`config.mk`:
```
export PLATFORM = sky130hd
export DESIGN_NAME = seq_pattern_tx
export DESIGN_NICKNAME = d
export VERILOG_FILES = /design/src/rtl/seq_pattern_tx.sv
export SDC_FILE = /design/constraint.sdc
export NUM_CORES = 1
export LEC_CHECK = 0
export CAP_MARGIN = 20
export CORE_MARGIN = 2
export CORE_UTILIZATION = 28
export DETAILED_ROUTE_END_ITERATION = 16
export PLACE_DENSITY = 0.48
export SLEW_MARGIN = 20
export SYNTH_ARGS = -nofsm -noshare
export SYNTH_HDL_FRONTEND = slang
export SYNTH_SLANG_ARGS = --single-unit
export TNS_END_PERCENT = 30
```
`constraint.sdc`:
```
create_clock -name clk -period 3.5 [get_ports clk]
set_input_delay 0.525 -clock clk [delete_from_list [all_inputs] [get_ports clk]]
set_output_delay 0.525 -clock clk [all_outputs]
set_load 0.02 [all_outputs]
```
`src/rtl/seq_pattern_tx.sv`:
```
// Serial bit-pattern generator: sends a PAT_W-bit pattern MSB-first, rep+1 times,
// with GAP_LEN idle cycles between frames. All outputs are registered.
module seq_pattern_tx #(
  parameter int               PAT_W   = 4,
  parameter logic [PAT_W-1:0] DEF_PAT = 4'b1101,
  parameter int               CNT_W   = 4,
  parameter int               GAP_LEN = 0
) (
  input  logic             clk,
  input  logic             rst,
  input  logic             start,
  input  logic             use_def,
  input  logic [PAT_W-1:0] pat_in,
  input  logic [CNT_W-1:0] rep,
  input  logic             abort,
  output logic             pout,
  output logic             pvalid,
  output logic             sof,
  output logic             busy,
  output logic             done
);

  localparam int BIT_W = $clog2(PAT_W);
  localparam int GAP_W = (GAP_LEN > 1) ? $clog2(GAP_LEN) : 1;
  localparam logic [BIT_W-1:0] BIT_MSB  = BIT_W'(PAT_W - 1);
  localparam logic [GAP_W-1:0] GAP_INIT = (GAP_LEN > 1) ? GAP_W'(GAP_LEN - 1) : '0;

  typedef enum logic [1:0] {
    IDLE  = 2'd0,
    SHIFT = 2'd1,
    GAP   = 2'd2
  } state_t;

  state_t           state, state_d;
  logic [PAT_W-1:0] pat, pat_d;
  logic [BIT_W-1:0] bit_idx, bit_d;
  logic [CNT_W-1:0] repcnt, rep_d;
  logic [GAP_W-1:0] gap_cnt, gap_d;
  logic             pout_d, pvalid_d, sof_d, busy_d, done_d;

  always_ff @(posedge clk or posedge rst) begin
    if (rst) begin
      state   <= IDLE;
      pat     <= '0;
      bit_idx <= '0;
      repcnt  <= '0;
      gap_cnt <= '0;
      pout    <= 1'b0;
      pvalid  <= 1'b0;
      sof     <= 1'b0;
      busy    <= 1'b0;
      done    <= 1'b0;
    end else begin
      state   <= state_d;
      pat     <= pat_d;
      bit_idx <= bit_d;
      repcnt  <= rep_d;
      gap_cnt <= gap_d;
      pout    <= pout_d;
      pvalid  <= pvalid_d;
      sof     <= sof_d;
      busy    <= busy_d;
      done    <= done_d;
    end
  end

  // bit_idx names the bit currently on pout; the gap counter counts down to zero.
  always_comb begin
    state_d  = state;
    pat_d    = pat;
    bit_d    = bit_idx;
    rep_d    = repcnt;
    gap_d    = gap_cnt;
    pout_d   = 1'b0;
    pvalid_d = 1'b0;
    sof_d    = 1'b0;
    busy_d   = 1'b0;
    done_d   = 1'b0;
    case (state)
      IDLE: begin
        if (start && !abort) begin
          pat_d    = use_def ? DEF_PAT : pat_in;
          rep_d    = rep;
          bit_d    = BIT_MSB;
          pout_d   = pat_d[PAT_W-1];
          pvalid_d = 1'b1;
          sof_d    = 1'b1;
          busy_d   = 1'b1;
          state_d  = SHIFT;
        end
      end
      SHIFT: begin
        if (abort) begin
          state_d = IDLE;
        end else if (bit_idx != '0) begin
          bit_d    = bit_idx - BIT_W'(1);
          pout_d   = pat[bit_d];
          pvalid_d = 1'b1;
          busy_d   = 1'b1;
        end else if (repcnt == '0) begin
          state_d = IDLE;
          done_d  = 1'b1;
        end else begin
          rep_d = repcnt - CNT_W'(1);
          if (GAP_LEN == 0) begin
            bit_d    = BIT_MSB;
            pout_d   = pat[PAT_W-1];
            pvalid_d = 1'b1;
            sof_d    = 1'b1;
            busy_d   = 1'b1;
          end else begin
            state_d = GAP;
            gap_d   = GAP_INIT;
            busy_d  = 1'b1;
          end
        end
      end
      GAP: begin
        if (abort) begin
          state_d = IDLE;
        end else if (gap_cnt == '0) begin
          state_d  = SHIFT;
          bit_d    = BIT_MSB;
          pout_d   = pat[PAT_W-1];
          pvalid_d = 1'b1;
          sof_d    = 1'b1;
          busy_d   = 1'b1;
        end else begin
          gap_d  = gap_cnt - GAP_W'(1);
          busy_d = 1'b1;
        end
      end
      default: state_d = IDLE;
    endcase
  end

endmodule

```
==> results of run 1 <==
-- state kept, by name, summed over array words and instances (netlist names) --
name	count
pat	4
bit_idx	2
done	1
busy	1
pout	1
repcnt	4
state	1
sof	1
-- tightest hold or removal path, cell delays in order, from the launching register on --
cell     delay [ps]
dfrtp_1         350
nand2_1          50
nand2_1          50
-- logic make-up after synthesis --
group	Yosys count	synth area share, %
compound gates	19	16.9
fa+ha+maj	2	3.16
buf+inv	11	7.12
flops	15	47.5
mux	5	8.07
simple gates	28	17.2
-- layout by cell type, fill, tap and decap left out --
cell type        Yosys  final
clkdlybuf4s50_1      0     17
dfrtp_1             15     15
nand2_1             11     11
nor2_1               7      7
inv_1                7      7
o21ai_0              6      6
a21oi_1              4      4
mux2i_1              3      3
clkbuf_4             0      3
nand3_1              2      2
a211oi_1             2      2
ha_1                 2      2
and4bb_2             1      1
mux2_2               1      1
a21oi_2              1      1
nor2_2               1      1
and2_4               1      1
a21boi_2             1      1
a31o_4               1      1
nor3_1               1      1
a311oi_1             1      1
a22o_1               1      1
mux4_2               1      1
nor2b_1              1      1
and3_1               1      1
nand3b_1             1      1
o22ai_1              1      1
nand4_1              1      1
a22oi_1              1      1
clkbuf_1             1      1
-- metrics by stage --
stage | cell area [um2] | cells | power, mW | utilization, %
after floorplan | 791 | 80 | 0.324 | -
final | 996 | 128 | 0.460 | 36.7
after global routing | 996 | 128 | 0.497 | 36.7
after global placement | 970 | 124 | 0.364 | 35.8
after CTS | 996 | 128 | 0.469 | 36.7
after detailed placement | 970 | 124 | 0.367 | 35.8
-- path summary, 6_finish.rpt --
| path | endpoint | startpoint | cells past startpoint | slack, ps |
|---|---|---|---|---|
| min | pat[2] | pat[2] | 2 | 470 |
| max reg2reg | pout | bit_idx[0] | 6 | 1760 |
| max in group asynchronous | pat[2] | rst | 2 | 2510 |
| max | busy | busy | 1 | 1750 |
| min reg2reg | pat[2] | pat[2] | 2 | 470 |
| min in group asynchronous | repcnt[3] | rst | 2 | 600 |
-- layout make-up --
| class | instances | area (um2) | area share (%) |
|---|---|---|---|
| Timing Repair Buffer | 17 | 170 | 17.1 |
| Inverter | 7 | 26.3 | 2.64 |
| Multi-Input combinational cell | 54 | 359 | 36.1 |
| Sequential cell | 15 | 375 | 37.7 |
| Clock buffer | 4 | 26.3 | 2.64 |
| Tap cell | 31 | 38.8 | 3.89 |
-- metal layers --
layer,track usage [%],wire (um)
met5,0,0
met4,6.98,42
met3,2.27,75
met2,17.7,726
met1,13.9,782
-- report_power, final --
group	switching, mW	total (mW)	internal, mW	leakage [nW]
clock	0.0546	0.0989	0.0443	0.0150
sequential	0.0273	0.230	0.202	0.179
combinational	0.0616	0.131	0.0699	0.252
total	0.143	0.460	0.317	0.446
==> run summary, run 1 <==
For the unique cell type count in the Yosys netlist, the log shows 30. Buffers added to address setup during post-CTS repair amount to 0. The number of vias per cell was 4.72.

For the starting DRC count in detailed routing, the log shows 4. The iteration count of the initial detailed-routing pass is 2, and the share of cells above drive strength 1 is 11.3%. The routed design has 1630 um of wire. The antenna cell count was 0; the worst-margin pin slew was 595 ps. The detail-routed net length per standard cell was 12.7 um. For this configuration, the core starts out at a cell density of 29.2%.

From synthesis to final layout, the design area changed by 25.9%. The placement-stage worst setup slack was 1650 ps. The worst-case IR drop observed on VDD is 0.000190 V. The maximum clock frequency was 570 MHz. In this design, the largest share of critical-path delay is due to buffers and inverters. Launching element type of the critical path: a register. Clock skew on the completed layout was measured at 5.31 ps. The routability congestion estimate is 0.722, and the fraction of synthesized cell area taken by the top area cell type is 47.5%. TritonCTS built the clock tree. During I/O placement, the number of pins put on the boundary was 18. Input and output buffers added on the ports amount to 17.

After routing, the total negative slack on setup checks comes to 0 ps. The number of instances resized during post-cts repair was 0; the insertion delay to the later sink of the worst-skew pair was 290 ps. Traced cell by cell, the critical path runs through clkdlybuf4s50_1.

The hold buffer count at CTS was 0; the max-cap violation count was 0. In the synthesized netlist, the cells that appear most often are 15 x dfrtp_1, 11 x nand2_1, 7 x inv_1, 7 x nor2_1, 6 x o21ai_0. The logs give 0 for the number of pins with negative max-slew slack in the final report and 0 for the number of antenna violations at the first check in global routing.

The critical-path cell with the highest stage delay was clkdlybuf4s50_1. The floorplan step set the die height to 57.1 um. The horizontal die dimension is 57.1 um, and the highest cell delay on the worst timing path is 600 ps.

In the synthesized netlist the dominant register cell turns out to be dfrtp_1. Yosys instantiated no cell more often than dfrtp_1. After layout, the worst setup slack is 1750 ps. The flow ran to the end, and the final reports show no timing, DRC or antenna violations. The smallest clock period supported by the final layout is computed as 1750 ps. The layout has 302 filler cells. The hold violation total from the final report was 0; the net count of the finished layout was 113.

For the via count of the first global-routing pass, the log shows 595. After layout, the worst path uses 50.1% of the clock period. Setup repair after global routing left no endpoint under its margin. The floorplan step defined a die boundary enclosing 3260 um2.

The setup path with the least slack is of type register to output pin. After detailed routing, the number of remaining DRC violations is 0. The root buffer selected by CTS was clkbuf_4.

The run gives 15 as the clock sink count. Share of synthesized area occupied by flip-flops and latches: 47.5%. STA classifies the critical path endpoint as an output pin.

Worst relative slew slack: 60.3%. At the worst endpoint, the arrival time is 1230 ps. The synthesized design contains 0 enable-type register cells.

The share of flip-flops with an asynchronous set or reset is 100%, and the synthesized instance count is 80. The run gives 16 as the maximum number of pins on one net before global-route repair. Summed over all layers, the global routing overflow is 0. The leakage power is 0.446 nW. The longest clock path from root to sink contains 2 buffers. The run gives 0 as the final setup violation count. Of all cell types, the one taking the most synthesized area is dfrtp_1.

The power density normalized to cell area is 462 nW/um2, and the number of vias after detailed routing is 604. When the netlist entered floorplanning its net count stood at 95. For the half-perimeter wire length after detailed placement, the log shows 1220 um.

Final hold analysis gives a worst-case slack of 469 ps. The number of synthesis warnings came out at 0. The mapped netlist covers 791 um2. Along the worst path, the maximum fanout reaches 2. The all-layer global routing usage was 11.2%.

TritonCTS created 3 clock buffers. The floorplan has 19 rows. The clock-pin slew on the worst setup and hold paths came out at 80 ps. After floorplanning, the core was sized to cover 2710 um2.

The register bit total from synthesis is 15. The detail route stage leaves a number of antenna-violating nets equal to 0. The data required time at the worst endpoint is 2970 ps, and the mean instance size in the synthesized netlist is 9.88 um2.

The number of H-tree levels is 1, and the global-route wire length before repair is 2730 um. The tightest min-delay check is of the register to register type. Yosys attributes the largest share of cell area to dfrtp_1 47%, nand2_1 5.2%, mux2i_1 3.8%. The buffer and inverter count on the worst path works out to 1.
(Power assumes the default switching activity.)
==> run 2: changes to the inputs <==
--- a/config.mk
+++ b/config.mk
@@ -9,7 +9,7 @@
 export CORE_MARGIN = 2
 export CORE_UTILIZATION = 28
 export DETAILED_ROUTE_END_ITERATION = 16
-export PLACE_DENSITY = 0.48
+export PLACE_DENSITY = 0.49
 export SLEW_MARGIN = 20
 export SYNTH_ARGS = -nofsm -noshare
 export SYNTH_HDL_FRONTEND = slang
==> constraint.sdc (replaced) <==
create_clock -name clk -period 1.5 [get_ports clk]
set_input_delay 0.225 -clock clk [delete_from_list [all_inputs] [get_ports clk]]
set_output_delay 0.225 -clock clk [all_outputs]
set_load 0.02 [all_outputs]
==> run summary, run 2 (same netlist as run 1, synthesis figures left out) <==
The biggest fanout along the worst timing path works out to 2 (unchanged). The number of pins with negative max-slew slack in the final report came out at 0 (unchanged). The hold violation total from the final report is 0 (unchanged). The antenna violation net count after detailed routing is 0 (unchanged), and the starting DRC count in detailed routing is 14 (was 4). Static timing analysis puts the maximum clock frequency at 625 MHz. For the all-layer global routing usage, the log shows 12.8% (was 11.2%). The critical-path cell with the highest stage delay was mux4_2 (was clkdlybuf4s50_1).

The run gives 129 (was 113) as the net count of the finished layout. The hold buffer count at CTS was 0 (unchanged). The area of the core is 2710 um2 (unchanged). Buffer and inverter count on the worst path: 1 (unchanged).

The logs give -100 ps (was 0 ps) for the sum of negative setup slack and 1.62 ps (was 5.31 ps) for the final setup skew. The tools report the number of vias after detailed routing as 685 (was 604). The final reports fail on negative setup slack. The number of placed I/O pins is 18 (unchanged), and the count of standard-cell rows is 19 (unchanged).

The clock tree buffer depth came out at 2 (unchanged). The tools report the launching element type of the critical path as a register (unchanged). The flow ran to the end, but the final reports show violations. Final-layout fill cell count: 283 (was 302).

The final wirelength came out at 1790 um (was 1630 um). The share of cells above drive strength 1 is 29.2% (was 11.3%). Class of the tightest hold or removal check: primary input to asynchronous set/reset pin (was register to register). For the via count of the first global-routing pass, the log shows 743 (was 595). The worst relative slew slack is 79.5% (was 60.3%). The kind of capture point of the worst setup path is a register (was an output pin). The logs give 29.2% (unchanged) for the starting density of the core and 3240 um (was 2730 um) for the global-route wire length before repair. The family with the most delay on the worst path is multiplexers (was buffers and inverters). After layout, the worst path uses 107% of the clock period.

The max-cap violation count is 0 (unchanged). Number of vias per cell: 4.76 (was 4.72). Largest regs: pat x4, repcnt x4, bit_idx x2 (unchanged). Number of buffers inserted by port buffering: 17 (unchanged). The number of buffers inserted during clock tree synthesis was 3 (unchanged). Setup repair after global routing could not meet its margin everywhere.

The area added between synthesis and finish came out at 43.8% (was 25.9%). The tools report the insertion delay to the later sink of the worst-skew pair as 290 ps (about the same). The horizontal die dimension was 57.1 um (unchanged); the die footprint was 3260 um2 (unchanged). The clock-pin slew on the worst setup and hold paths was 100 ps (was 80 ps). The routability congestion estimate was 0.711 (was 0.722); the final critical path time including I/O delays and setup was 1600 ps. Startpoint-to-endpoint class of the critical path: register to register (was register to output pin). The die span in y is 57.1 um (unchanged). The root buffer selected by CTS is clkbuf_4 (unchanged). Most common cell after layout, fill and taps aside: buf_4 (was clkdlybuf4s50_1). The post-layout worst setup margin is -100 ps (was 1750 ps), and the half-perimeter wire length after detailed placement is 1340 um (was 1220 um). The worst hold slack across all endpoints came out at 231 ps (was 469 ps). The run gives 1670 ps (was 2970 ps) as the data required time at the worst endpoint. The leakage power was 0.537 nW (was 0.446 nW); the arrival time of data at the critical path endpoint was 1770 ps (was 1230 ps). The number of H-tree levels is 1 (unchanged). Top library cells by usage in the layout, fill and taps aside: 16 x buf_4, 15 x dfrtp_1, 15 x clkdlybuf4s50_1 (was 17 x clkdlybuf4s50_1, 15 x dfrtp_1, 11 x nand2_1).

The tools report the number of antenna violations at the first check in global routing as 0 (unchanged). The maximum number of pins on one net before global-route repair is 16 (unchanged). The iteration count of the initial detailed-routing pass is 4 (was 2), and the power density normalized to cell area is 1030 nW/um2 (was 462 nW/um2). Cells along the critical path: inv_2 -> ha_4 -> mux4_2 -> nor2b_1 -> a21oi_1 -> o21ai_1 (was clkdlybuf4s50_1). The worst-margin pin slew was 306 ps (was 595 ps); the antenna cell count was 0 (unchanged). For the DRC violations left, the log shows 0 (unchanged). The detail-routed net length per standard cell was 12.4 um (was 12.7 um). TritonCTS built the clock tree. The highest cell delay on the worst timing path was 470 ps (was 600 ps); the final setup violation count was 1 (was 0). The aggregate global routing overflow was 0 (unchanged); the clock sink count was 15 (unchanged). The tools report the peak supply drop as 0.000530 V (was 0.000190 V).
[run 2: cell types whose count changed in the layout (fill, tap and decap cells not counted), moves of 2 or more]
cell	before	now
inv_2	0	2
clkdlybuf4s50_1	17	15
inv_1	7	5
ha_1	2	0
buf_4	0	16
[run 2: timing repair]
| action | in CTS | in global routing |
|---|---|---|
| gates cloned | 0 | 0 |
| pin swaps | 1 | 0 |
| resized for setup | 3 | 2 |
| setup buffers | 1 | 1 |
| endpoints found under the setup margin | 3 | 5 |
[run 2: layout make-up]
class	count	area, um2	share of cell area (%)
Multi-Input combinational cell	54	378	33.2
Clock buffer	3	22.5	1.98
Clock inverter	1	5.00	0.440
Timing Repair Buffer	33	292	25.6
Sequential cell	15	375	33.0
Tap cell	31	38.8	3.41
Inverter	7	26.3	2.31
[run 2: worst reg2reg max path, delay by kind of cell, from the launching register on]
family | cells | cell delay (ps)
flops | 1 | 380
mux | 1 | 470
compound gates | 2 | 180
fa+ha+maj | 1 | 260
simple gates | 1 | 140
buf+inv | 1 | 60
[run 2: through the flow]
stage / area, um2 / cells / setup WS (ps) / util [%] / total power, mW
finish: 1140 / 144 / -100 / 42.0 / 1.17
global route: 1140 / 144 / -171 / 42.0 / 1.26
CTS: 1120 / 143 / -103 / 41.5 / 1.17
detailed placement: 1090 / 138 / -124 / 40.1 / 0.923
global placement: 1090 / 138 / -62.6 / 40.1 / 0.912
floorplan: 803 / 80 / -82.3 / - / 0.770
[run 2: path summary, 6_finish.rpt]
path	from	to	slack, ps	depth (start not counted)
min in group clk	pat[2]	pat[2]	470	2
worst min register to register	pat[2]	pat[2]	470	2
worst max register to register	bit_idx[1]	pout	-100	6
worst max-delay path	bit_idx[1]	pout	-100	6
max in group asynchronous	rst	bit_idx[0]	1090	3
worst min-delay path	rst	state[0]	230	3
[run 2: power by group]
part	internal, mW	switching [mW]	leakage (nW)
clock network	0.0991	0.140	0.0177
registers	0.472	0.0468	0.179
logic	0.231	0.181	0.340
total	0.803	0.368	0.537
[run 2: layer usage]
layer	part of all wire [%]	GRT usage, %	wire, um
met5	0	0	0
met4	0.50	4.98	9
met3	6.2	2.95	111
met2	48	22.2	854
met1	46	15.5	816
==> run 3: changes to the inputs <==
--- a/config.mk
+++ b/config.mk
@@ -5,11 +5,11 @@
 export SDC_FILE = /design/constraint.sdc
 export NUM_CORES = 1
 export LEC_CHECK = 0
-export CAP_MARGIN = 20
+export CAP_MARGIN = 10
 export CORE_MARGIN = 2
 export CORE_UTILIZATION = 28
 export DETAILED_ROUTE_END_ITERATION = 16
-export PLACE_DENSITY = 0.49
+export PLACE_DENSITY = 0.48
 export SLEW_MARGIN = 20
 export SYNTH_ARGS = -nofsm -noshare
 export SYNTH_HDL_FRONTEND = slang
==> constraint.sdc (replaced) <==
create_clock -name clk -period 1.7 [get_ports clk]
set_input_delay 0.255 -clock clk [delete_from_list [all_inputs] [get_ports clk]]
set_output_delay 0.255 -clock clk [all_outputs]
set_load 0.02 [all_outputs]
==> run summary, run 3 (same netlist as run 1, synthesis figures left out) <==
The run gives 1 (unchanged) as the number of H-tree levels. The number of vias per cell is 4.96 (was 4.76), and the final critical path time including I/O delays and setup is 1610 ps (was 1600 ps). The tools report the hold buffer count at CTS as 0 (unchanged). The half-perimeter wire length after detailed placement was 1250 um (was 1340 um); the biggest fanout along the worst timing path was 2 (unchanged). The launching element type of the critical path is a register (unchanged). Worst-margin pin slew: 268 ps (was 306 ps). The antenna violation net count after detailed routing is 0 (unchanged). The final-layout fill cell count was 304 (was 283); the clock-pin slew on the worst setup and hold paths was 90 ps (was 100 ps).

The area of the core is 2710 um2 (unchanged). The run finished with clean final reports. The run gives 0 ps (was -100 ps) as the sum of negative setup slack. The number of buffers inserted by port buffering came out at 17 (unchanged).

The hold violation total from the final report was 0 (unchanged); the final setup violation count was 0 (was 1). The root buffer selected by CTS is clkbuf_4 (unchanged). The worst relative slew slack came out at 81.9% (was 79.5%).

The via count of the first global-routing pass was 626 (was 743); the arrival time of data at the critical path endpoint was 1780 ps (was 1770 ps). The number of cells in the design after placement is 129 (was 138). The horizontal die dimension came out at 57.1 um (unchanged). The number of placed I/O pins was 18 (unchanged); the power density normalized to cell area was 937 nW/um2 (was 1030 nW/um2). The final wirelength was 1690 um (was 1790 um); the detail-routed net length per standard cell was 12.7 um (was 12.4 um).

The tools report the clock sink count as 15 (unchanged). The logs give 2800 um (was 3240 um) for the global-route wire length before repair and 2 (unchanged) for the clock tree buffer depth. For the maximum clock frequency, the log shows 620 MHz (was 625 MHz). The data required time at the worst endpoint was 1860 ps (was 1670 ps). The die span in y was 57.1 um (unchanged); the post-route clock period utilization was 94.9% (was 107%). The kind of capture point of the worst setup path is a register (unchanged). The class of the tightest hold or removal check is primary input to asynchronous set/reset pin (unchanged). The run gives 0 (unchanged) as the aggregate global routing overflow. The insertion delay to the later sink of the worst-skew pair was 280 ps (was 290 ps).

Most common cell after layout, fill and taps aside: clkdlybuf4s50_1 (was buf_4). Peak supply drop: 0.000375 V (was 0.000530 V). The share of cells above drive strength 1 is 16.7% (was 29.2%), and the count of standard-cell rows is 19 (unchanged).

The DRC violations left came out at 0 (unchanged). The area added between synthesis and finish came out at 32.3% (was 43.8%). The antenna cell count came out at 0 (unchanged).

The final setup skew came out at 2.74 ps (was 1.62 ps). The routability congestion estimate was 0.698 (was 0.711); the starting density of the core was 29.2% (unchanged). The logs give 0 (unchanged) for the number of antenna violations at the first check in global routing and 4 (unchanged) for the iteration count of the initial detailed-routing pass. The final core utilization is 38.6% (was 42.0%).

The net count of the finished layout came out at 118 (was 129). For the number of vias after detailed routing, the log shows 660 (was 685). Leakage power: 0.468 nW (was 0.537 nW).

Largest regs: pat x4, repcnt x4, bit_idx x2 (unchanged). For the final cell count without fillers, the log shows 133 (was 144). Top library cells by usage in the layout, fill and taps aside: 17 x clkdlybuf4s50_1, 15 x dfrtp_1, 11 x nand2_1 (was 16 x buf_4, 15 x dfrtp_1, 15 x clkdlybuf4s50_1).

Startpoint-to-endpoint class of the critical path: register to register (unchanged). All-layer global routing usage: 11.2% (was 12.8%). The number of pins with negative max-slew slack in the final report was 0 (unchanged); the die footprint was 3260 um2 (unchanged).

The number of buffers inserted during clock tree synthesis is 3 (unchanged). The starting DRC count in detailed routing was 14 (unchanged). For the max-cap violation count, the log shows 0 (unchanged). The maximum number of pins on one net before global-route repair is 16 (unchanged).

TritonCTS built the clock tree.
==> run 3: timing repair <==
item / in CTS / in global routing
endpoints found under the setup margin: 0 / 1
setup buffers: 0 / 0
endpoints found under the hold margin: 0 / 0
gates resized for setup: 0 / 2
==> run 3: stage by stage <==
step	hold slack [ps]	setup slack [ps]	total power [mW]	cell area [um2]
global route	293	-2.87	1.05	1050
floorplan	156	81.6	0.666	791
detailed placement	466	55.9	0.772	1010
CTS	278	56.0	0.983	1030
finish	273	86.3	0.980	1050
global placement	451	106	0.766	1010
==> run 3: layout make-up <==
cell class,count,area (um2),area share (%)
Timing Repair Buffer,22,208,19.9
Multi-Input combinational cell,54,372,35.5
Tap cell,31,38.8,3.71
Inverter,7,26.3,2.51
Clock buffer,4,26.3,2.51
Sequential cell,15,375,35.9
==> run 3: critical path, stage by stage (launching register included) <==
cell and delay (ps):
dfrtp_1 350, inv_1 70, ha_4 270, mux4_2 470, nor2b_1 140, a21oi_1 110, o21ai_1 70
==> run 3: per-layer routing <==
metal	part of all wire [%]	global-route usage [%]	wire length, um
met2	45	18.1	753
met3	7.1	2.49	120
met5	0	0	0
met1	46	14.0	778
met4	2.0	5.98	33
==> run 3: where the power goes <==
group	switching [mW]	total, mW	internal [mW]
registers	0.0424	0.459	0.417
clock network	0.116	0.207	0.0911
logic	0.145	0.314	0.169
==> run 3: final timing paths <==
path,from,slack [ps],cells past startpoint,to
max in group asynchronous,rst,1240,3,pat[3]
worst max-delay path,bit_idx[1],90,6,pout
worst min-delay path,rst,270,3,done
worst min register to register,pat[2],480,2,pat[2]
worst max register to register,bit_idx[1],90,6,pout
min in group clk,pat[2],480,2,pat[2]
